==> src/rtl/nearest_hit_scheduler_pkg.sv <==
// Shared definitions for the nearest-hit scheduler slice.
//  - fixed      : signed 16.16 fixed-point scalar
//  - point/ray/triangle : geometry carried between scene RAM, the scheduler
//                 and intersectionModule
//  - CODE_HIT   : intersectionModule result code meaning "ray hits triangle"
//  - nhs_state_t: scheduler FSM states
//  - hit_record : best-hit bookkeeping (valid flag, triangle index, distance)
//  - is_valid_hit: a result counts only if it is a hit in front of the origin
package nearest_hit_scheduler_pkg;

    localparam int FIXED_W    = 32;
    localparam int FIXED_FRAC = 16;
    // Widest triangle index a hit_record can hold; IDX_W must not exceed it.
    localparam int HIT_IDX_W  = 16;

    localparam logic [1:0] CODE_HIT = 2'b01;

    typedef logic signed [FIXED_W-1:0] fixed;

    typedef struct packed {
        fixed x;
        fixed y;
        fixed z;
    } point;

    typedef struct packed {
        point origin;
        point dir;
    } ray;

    typedef struct packed {
        point v1;
        point v2;
        point v3;
    } triangle;

    typedef enum logic [2:0] {
        S_IDLE,
        S_FETCH,
        S_LOAD,
        S_CLEAR,
        S_LAUNCH,
        S_WAIT,
        S_COMPARE,
        S_DONE
    } nhs_state_t;

    typedef struct packed {
        logic                 valid;
        logic [HIT_IDX_W-1:0] index;
        fixed                 t;
    } hit_record;

    function automatic logic is_valid_hit(input logic [1:0] code, input fixed t);
        return (code == CODE_HIT) && (t > fixed'(0));
    endfunction

endpackage

==> src/rtl/nearest_hit_scheduler_hit_tracker.sv <==
// Nearest-hit tracker.
// Holds the best hit seen so far in a scan and folds in one intersection
// result per update pulse.
// Ports:
//  clock, reset  : system clock, synchronous active-low reset
//  clear         : drop the current best (new scan starting)
//  update        : one intersection result is presented this cycle
//  code, t       : intersectionModule result code and distance
//  index         : triangle index the result belongs to
//  best          : current best hit record
module nearest_hit_scheduler_hit_tracker
    import nearest_hit_scheduler_pkg::*;
#(
    parameter int IDX_W = 8
) (
    input  logic             clock,
    input  logic             reset,
    input  logic             clear,
    input  logic             update,
    input  logic [1:0]       code,
    input  fixed             t,
    input  logic [IDX_W-1:0] index,
    output hit_record        best
);

    logic take;

    // Strictly-less replacement: triangles are scanned in ascending index
    // order, so an equal distance keeps the earlier (lower) index.
    always_comb begin
        take = 1'b0;
        if (update && is_valid_hit(code, t)) begin
            take = !best.valid || (t < best.t);
        end
    end

    always_ff @(posedge clock) begin
        if (!reset) begin
            best <= '0;
        end else if (clear) begin
            best <= '0;
        end else if (take) begin
            best.valid <= 1'b1;
            best.index <= HIT_IDX_W'(index);
            best.t     <= t;
        end
    end

endmodule

==> src/rtl/nearest_hit_scheduler.sv <==
// Nearest-hit scheduler: initiator side of the intersectionModule
// start/ready handshake. For each triangle in scene RAM it fetches the
// vertices, clears and launches intersectionModule, waits for its result and
// keeps the nearest valid hit. Reports index and distance when the list has
// been scanned, or flags a timeout if intersectionModule stops answering.
// Ports:
//  clock, reset        : system clock, synchronous active-low reset
//  start, r, numTrigs  : scan request (accepted in IDLE/DONE only)
//  trigRdEn, trigAddr, trigData : scene RAM read port (1-cycle latency)
//  intReset, intStart, intRay, intV1..3 : drive to intersectionModule
//  intReady, intCode, intT             : result from intersectionModule
//  busy, ready, hit, hitIndex, hitT, timeoutErr : scan status and result
module nearest_hit_scheduler
    import nearest_hit_scheduler_pkg::*;
#(
    parameter int IDX_W   = 8,
    parameter int TIMEOUT = 1023
) (
    input  logic             clock,
    input  logic             reset,
    input  logic             start,
    input  ray               r,
    input  logic [IDX_W:0]   numTrigs,
    output logic             trigRdEn,
    output logic [IDX_W-1:0] trigAddr,
    input  triangle          trigData,
    output logic             intReset,
    output logic             intStart,
    output ray               intRay,
    output point             intV1,
    output point             intV2,
    output point             intV3,
    input  logic             intReady,
    input  logic [1:0]       intCode,
    input  fixed             intT,
    output logic             busy,
    output logic             ready,
    output logic             hit,
    output logic [IDX_W-1:0] hitIndex,
    output fixed             hitT,
    output logic             timeoutErr
);

    localparam int CNT_W = (TIMEOUT < 2) ? 1 : $clog2(TIMEOUT);
    // wait_cnt counts completed WAIT cycles, so the TIMEOUT-th WAIT cycle
    // is the one where it reads TIMEOUT-1.
    localparam logic [CNT_W-1:0] CNT_LAST  = CNT_W'(TIMEOUT - 1);
    localparam logic [IDX_W:0]   MAX_TRIGS = {1'b1, {IDX_W{1'b0}}};

    nhs_state_t       state, state_nx;
    logic [IDX_W:0]   idx;
    logic [IDX_W:0]   last_idx;
    logic [IDX_W:0]   num_clamped;
    logic [CNT_W-1:0] wait_cnt;
    logic             accept;
    logic             wait_expired;
    logic             result_vld;
    hit_record        best;
    logic             unused_idx_bits;

    assign num_clamped  = (numTrigs > MAX_TRIGS) ? MAX_TRIGS : numTrigs;
    assign wait_expired = (state == S_WAIT) && !intReady && (wait_cnt == CNT_LAST);
    assign result_vld   = (state == S_WAIT) && intReady;

    always_comb begin
        state_nx = state;
        accept   = 1'b0;
        case (state)
            S_IDLE, S_DONE: begin
                if (start) begin
                    accept   = 1'b1;
                    state_nx = (numTrigs == '0) ? S_DONE : S_FETCH;
                end
            end
            S_FETCH:  state_nx = S_LOAD;
            S_LOAD:   state_nx = S_CLEAR;
            S_CLEAR:  state_nx = S_LAUNCH;
            S_LAUNCH: state_nx = S_WAIT;
            S_WAIT: begin
                if (intReady) begin
                    state_nx = S_COMPARE;
                end else if (wait_cnt == CNT_LAST) begin
                    state_nx = S_DONE;
                end
            end
            S_COMPARE: state_nx = (idx == last_idx) ? S_DONE : S_FETCH;
            default:   state_nx = S_IDLE;
        endcase
    end

    // Strobes are gated with reset so a reset landing on LAUNCH/CLEAR/FETCH
    // never leaks a pulse to the RAM or intersectionModule.
    always_comb begin
        trigRdEn = reset && (state == S_FETCH);
        intReset = reset && (state == S_CLEAR);
        intStart = reset && (state == S_LAUNCH);
        busy     = (state != S_IDLE) && (state != S_DONE);
        ready    = (state == S_DONE);
    end

    assign trigAddr = idx[IDX_W-1:0];

    always_ff @(posedge clock) begin
        if (!reset) begin
            state      <= S_IDLE;
            idx        <= '0;
            last_idx   <= '0;
            wait_cnt   <= '0;
            timeoutErr <= 1'b0;
            intRay     <= '0;
            intV1      <= '0;
            intV2      <= '0;
            intV3      <= '0;
        end else begin
            state <= state_nx;
            if (accept) begin
                idx        <= '0;
                timeoutErr <= 1'b0;
                intRay     <= r;
                last_idx   <= num_clamped - 1'b1;
            end
            if (state == S_LOAD) begin
                intV1 <= trigData.v1;
                intV2 <= trigData.v2;
                intV3 <= trigData.v3;
            end
            if (state == S_LAUNCH) begin
                wait_cnt <= '0;
            end else if (state == S_WAIT) begin
                wait_cnt <= wait_cnt + 1'b1;
            end
            if (wait_expired) begin
                timeoutErr <= 1'b1;
            end
            if ((state == S_COMPARE) && (idx != last_idx)) begin
                idx <= idx + 1'b1;
            end
        end
    end

    nearest_hit_scheduler_hit_tracker #(
        .IDX_W (IDX_W)
    ) u_tracker (
        .clock  (clock),
        .reset  (reset),
        .clear  (accept),
        .update (result_vld),
        .code   (intCode),
        .t      (intT),
        .index  (idx[IDX_W-1:0]),
        .best   (best)
    );

    assign hit      = best.valid;
    assign hitIndex = best.index[IDX_W-1:0];
    assign hitT     = best.t;

    // Index bits above IDX_W are always zero; reduced here so every bit of
    // the record is consumed.
    assign unused_idx_bits = ^best.index;

endmodule
==> config.mk <==
export PLATFORM = sky130hd
export DESIGN_NAME = nearest_hit_scheduler
export DESIGN_NICKNAME = d
export VERILOG_FILES = /design/src/rtl/nearest_hit_scheduler_pkg.sv /design/src/rtl/nearest_hit_scheduler_hit_tracker.sv /design/src/rtl/nearest_hit_scheduler.sv
export SDC_FILE = /design/constraint.sdc
export NUM_CORES = 1
export LEC_CHECK = 0
export ABC_AREA = 0
export CAP_MARGIN = 20
export CORE_AREA = 2 2 416 418
export CTS_CLUSTER_DIAMETER = 120
export DETAILED_ROUTE_END_ITERATION = 7
export DIE_AREA = 0 0 418 420
export SLEW_MARGIN = 20
export SYNTH_ARGS = -nofsm -noshare
export SYNTH_HDL_FRONTEND = slang
export SYNTH_HIERARCHICAL = 1
export SYNTH_SLANG_ARGS = --single-unit
==> constraint.sdc <==
create_clock -name clock -period 2.6 [get_ports clock]
set_input_delay 0.52 -clock clock [delete_from_list [all_inputs] [get_ports clock]]
set_output_delay 0.52 -clock clock [all_outputs]
set_load 0.005 [all_outputs]
==> impl_metrics.tcl, run 1 <==
set metrics [dict create \
    cp_max_fo 7 \
    rsz0062_at_grt "true" \
    std_cell_rows 152 \
    cts_sinks 553 \
    placed_area_sq_um 34600 \
    postLayoutCoreUtil_pct 21.9 \
    fill_cells 18778 \
    criticalPathCategory "primary input to flop" \
    min_path_cells 3 \
    start_util_pct 12.3 \
    grt_max_degree 155 \
    crit_path_end_kind "flop" \
    die_w_um 418 \
    htree_levels 3 \
    final_cell_mix "1069 x nand2_1, 1055 x clkdlybuf4s50_1, 544 x dfxtp_1, 403 x a21oi_1, 94 x buf_4" \
    clockBufferDepth 3 \
    hpwlAfterDp_um 124000 \
    finClkSkew_ns 0.0396 \
    cp-start-kind "primary input" \
    grt_pass1_vias 21707 \
    crit_arrival_ns 3.17 \
    cts_tree "done" \
    worstSkewPairLatency_ns 0.67 \
    leakage_nw 12.8 \
    final.setup.worst_slack_ns -0.0231 \
    outcome "finished, violations left" \
    cellPowerDensity_nw_per_um2 906 \
    finalMaxSlewViolations 0 \
    wl_um 151000 \
    grtUsageTotal_pct 16.2 \
    layout_commonest_cell "nand2_1" \
    portBuffers 1061 \
    fp.dieArea_sq_um 176000 \
    use_met1_pct 19.6 \
    tns_ns -0.296 \
    irDropWorstVdd_uv 512 \
    grt_busiest_layer "met2" \
    cts_buffers 76 \
    core_sq_um 171000 \
    mappedNetlistArea_sq_um 21000 \
    avgSynthCellArea_sq_um 8.06 \
    drive_gt1_share_pct 7.61 \
    reg2reg_slack_ns 0.05 \
    ys_warn_count 6 \
    min_path_type "primary input to flop" \
    vias 23018 \
    ant_nets 0 \
    violations "negative setup slack" \
    syn_to_final_growth_pct 78.0 \
    totalPowerFinal_w 0.0339 \
    period_needed_ns 2.62 \
    min_period_over_period_pct 101 \
    ios 1062 \
    grt_pass1_wl_um 195000 \
    via_per_inst 3.85 \
    place_congestion 0.932 \
    required_ns 3.15 \
    drtIter0Drc 1792 \
    syn_nets 3172 \
    place_ws_ns -0.750 \
    wl_per_cell_um 25.2 \
    grt_use_met2_pct 26.3 \
    cts_root_buf "clkbuf_16" \
    rr_worst_depth 10 \
    max_freq_mhz 381 \
    max-cap-violations 0 \
    use_met3_pct 5.34 \
    antenna_found_initial 54 \
    firstDrtPassIters 8 \
    drc 0 \
    synthCells 2610 \
    hold_violations 0 \
    tightest_slew_ns 0.957 \
    nets 4239 \
    die_h_um 420 \
    finalSetupViolCount 23 \
    path_clk_slew_ns 0.06 \
    slew_headroom_pct 36.2 \
    fin_area_sq_um 37400 \
    globalRouteOverflowTotal 0 \
]
cell type report:
type / instances / area [sq um] / area share (%)
repair buffers: 1180 / 11800 / 31.6
flip-flops and latches: 553 / 11100 / 29.6
multi-input cells: 1824 / 8930 / 23.9
well taps: 2233 / 2790 / 7.46
clock buffers: 109 / 2250 / 6.00
clock inverters: 26 / 333 / 0.889
inverters: 42 / 173 / 0.461
diodes: 16 / 40.0 / 0.107
final timing paths:
check                     startpoint                  to
setup / recovery            intT[14]  u_tracker/best[30]
hold / removal              intT[15]  u_tracker/best[15]
setup reg to reg  u_tracker/best[15]  u_tracker/best[30]
hold reg to reg   u_tracker/best[31]  u_tracker/best[31]
layer usage:
layer	share of wire [%]	vias up
met4	4.4	34
met2	47	946
met5	0.14	-
li1	-	10645
met1	41	11146
met3	8.3	247
state kept, by name, indices dropped and copies added (netlist names):
signal          flops
state               3
u_tracker/best     41
idx                 9
wait_cnt           10
timeoutErr          1
last_idx            9
intV2              96
intV3              96
intV1              96
intRay            192
report_power, final:
group / internal, W / switching [W] / total (W)
Sequential: 0.0101 / 0.000963 / 0.0110
Combinational: 0.00510 / 0.00689 / 0.0120
Clock: 0.00637 / 0.00453 / 0.0109
timing repair:
| item | in CTS | in global routing |
|---|---|---|
| gates cloned | 0 | 3 |
| hold buffers | 0 | 0 |
| resized for setup | 10 | 26 |
| setup buffers | 0 | 5 |
| pin swaps | 1 | 7 |
| hold endpoints to repair | 0 | 0 |
| endpoints found under the setup margin | 43 | 41 |
per-stage QoR:
step	hold slack (ns)	cells
floorplan	0.439	2610
global placement	0.434	5824
detailed placement	0.439	5824
CTS	0.290	5959
global route	0.237	5975
finish	0.253	5983
worst max-delay path, stage by stage:
cell	delay, ns
clkdlybuf4s50_1	0.52
ha_4	0.33
nand4_1	0.16
nor3_4	0.21
or4b_4	0.53
a311oi_4	0.35
nor4_4	0.08
buf_4	0.18
clkbuf_16	0.18
mux2i_1	0.11
(Power assumes the default switching activity.)
==> inputs of run 2 (changes only) <==
--- a/config.mk
+++ b/config.mk
@@ -11,7 +11,8 @@
 export CTS_CLUSTER_DIAMETER = 120
 export DETAILED_ROUTE_END_ITERATION = 7
 export DIE_AREA = 0 0 418 420
-export SLEW_MARGIN = 20
+export GPL_TIMING_DRIVEN = 0
+export SLEW_MARGIN = 40
 export SYNTH_ARGS = -nofsm -noshare
 export SYNTH_HDL_FRONTEND = slang
 export SYNTH_HIERARCHICAL = 1
==> run 2 against run 1 <==
Effect of this change:
- the flow still finishes with violations (negative setup slack)
- cell count grew 1.3%
- global-route usage grew 1.4 points
- cell area is essentially flat
- non-clock buffer count grew 90
- routed wire length grew 8.7%
- largest power group unchanged
==> impl_metrics.tcl, run 2 (same netlist as run 1, synthesis figures left out) <==
set metrics [dict create \
    outcome "finished, violations left" \
    violations "negative setup slack" \
    power_frac_clock_pct 30.4 \
    grt_pass1_vias 22519 \
    final_cell_mix "1068 x nand2_1, 1052 x clkdlybuf4s50_1, 539 x dfxtp_1, 403 x a21oi_1, 79 x clkbuf_1" \
    reg2reg_from "u_tracker/best[30]" \
    hpwlAfterDp_um 140000 \
    p_switching_w 0.0128 \
    crit_path_end_kind "flop" \
    wl_per_cell_um 27.0 \
    min_path_cells 3 \
    fill_cells 18844 \
    drtIter0Drc 1921 \
    regMostFlops "intRay" \
    core_sq_um 171000 \
    cts_tree "done" \
    ant_nets 0 \
    slew_headroom_pct 35.2 \
    cts_buffers 72 \
    finalSetupViolCount 34 \
    worstSkewPairLatency_ns 0.68 \
    criticalPathCategory "primary input to flop" \
    min-delay-start "intT[28]" \
    required_ns 3.19 \
    max-cap-violations 0 \
    layout_commonest_cell "nand2_1" \
    cts_sinks 553 \
    holdPathEnd "u_tracker/best[28]" \
    crit_arrival_ns 3.25 \
    leakage_nw 12.8 \
    cp-start-kind "primary input" \
    place_inst 5905 \
    globalRouteOverflowTotal 0 \
    htree_levels 3 \
    die_h_um 420 \
    min_path_type "primary input to flop" \
    die_w_um 418 \
    drc 0 \
    fp.dieArea_sq_um 176000 \
    r2r_end "u_tracker/best[26]" \
    finClkSkew_ns 0.0450 \
    nets 4325 \
    tightest_slew_ns 0.972 \
    clockBufferDepth 3 \
    path_clk_slew_ns 0.06 \
    via_per_inst 3.93 \
    vias 23799 \
    seqCellArea_sq_um 11100 \
    grt_pass1_wl_um 208000 \
    postLayoutCoreUtil_pct 21.9 \
    timing.hold.ws_ns 0.234 \
    min_period_over_period_pct 102 \
    irDropWorstVdd_uv 438 \
    cts_hold_buf 0 \
    finalMaxSlewViolations 0 \
    start_util_pct 12.3 \
    wl_um 164000 \
    syn_to_final_growth_pct 78.0 \
    antenna_found_initial 45 \
    portBuffers 1061 \
    hold_violations 0 \
    reg2reg_slack_ns -0.02 \
    sw_frac_of_total_pct 37.6 \
    max_freq_mhz 376 \
    multiInputGateArea_sq_um 8970 \
    rr_worst_depth 10 \
    largest_reg_flops 192 \
    final.setup.worst_slack_ns -0.0562 \
    drive_gt1_share_pct 8.20 \
    final_cells 6060 \
    cp_max_fo 8 \
    std_cell_rows 152 \
    comb_power_share_pct 36.8 \
    cts_root_buf "clkbuf_16" \
    grt_max_degree 13 \
    cellPowerDensity_nw_per_um2 906 \
    period_needed_ns 2.66 \
    grtUsageTotal_pct 17.7 \
    seqPwrFrac_pct 32.8 \
    rsz0062_at_grt "true" \
    place_congestion 0.995 \
    p_int_w 0.0212 \
    ios 1062 \
    firstDrtPassIters 8 \
]
-- run 2: cell count changes in the layout (fill, tap and decap cells not counted), moves of 3 or more --
cell,change
buf_12,-19
buf_2,+72
buf_4,-60
buf_6,+17
clkbuf_1,+67
clkbuf_2,+10
clkbuf_8,-4
clkdlybuf4s50_1,-3
clkinv_4,-3
dfxtp_1,-5
dfxtp_2,+4
diode_2,-5
ha_1,-4
ha_4,+4
-- run 2: critical path, cell delays in order --
cell             delay [ns]
clkdlybuf4s50_1        0.50
ha_4                   0.32
nand4_1                0.20
nor4_2                 0.40
a22oi_2                0.16
and4b_4                0.23
nor4_4                 0.27
buf_6                  0.25
clkbuf_16              0.19
mux2i_1                0.19
-- run 2: layout make-up --
class	count	share of cell area, %
Antenna cell	11	0.0735
Tap cell	2233	7.46
Clock inverter	22	0.879
Buffer	190	3.01
Sequential cell	553	29.6
Timing Repair Buffer	1080	29.0
Clock buffer	105	5.57
Inverter	42	0.441
Multi-Input combinational cell	1824	24.0
-- run 2: power by group through the flow --
stage	sequential (W)	clock, W	combinational (W)
5_1_grt	0.0113	0.0109	0.0132
3_3_place_gp	0.0112	0	0.0124
4_1_cts	0.0111	0.0106	0.0126
3_5_place_dp	0.0113	0	0.0125
6_report	0.0111	0.0103	0.0125
2_1_floorplan	0.0111	0	0.00438
-- run 2: timing repair --
item                                   in CTS  in global routing
pin swaps                                   4                 15
endpoints found under the hold margin       0                  0
gates cloned                                0                  4
setup endpoints to repair                 176                 50
gates resized for setup                    55                 62
setup buffers                               1                 14
-- run 2: worst max-delay path by stage --
stage                             from  slack, ns                  to  depth (start not counted)
floorplan                     intT[31]       0.15   u_tracker/best[0]                          8
global placement                 reset      -1.81           intRay[5]                          5
detailed placement               reset      -1.17            intStart                          5
CTS                           state[1]    -0.0009            trigRdEn                          5
global route        u_tracker/best[30]      -0.09  u_tracker/best[28]                         10
finish                        intT[30]      -0.06  u_tracker/best[26]                         10
-- run 2: routing by layer --
layer | global-route usage, % | vias to the layer above | part of all wire, %
li1 | - | 10820 | -
met1 | 21.4 | 11598 | 40
met2 | 28.9 | 1097 | 47
met3 | 5.56 | 244 | 8.6
met4 | 7.26 | 40 | 4.3
met5 | 0 | - | 0.16
-- run 2: through the flow --
| stage | setup WS (ns) | TNS, ns | total power (W) | instance area, sq um |
|---|---|---|---|---|
| floorplan | 0.153 | 0 | 0.0155 | 21000 |
| global placement | -1.81 | -353.18 | 0.0236 | 34500 |
| detailed placement | -1.17 | -235.67 | 0.0237 | 34500 |
| CTS | -0.000897 | -0.000897 | 0.0343 | 37000 |
| global route | -0.0902 | -2.46 | 0.0354 | 37400 |
| finish | -0.0562 | -0.708 | 0.0339 | 37400 |
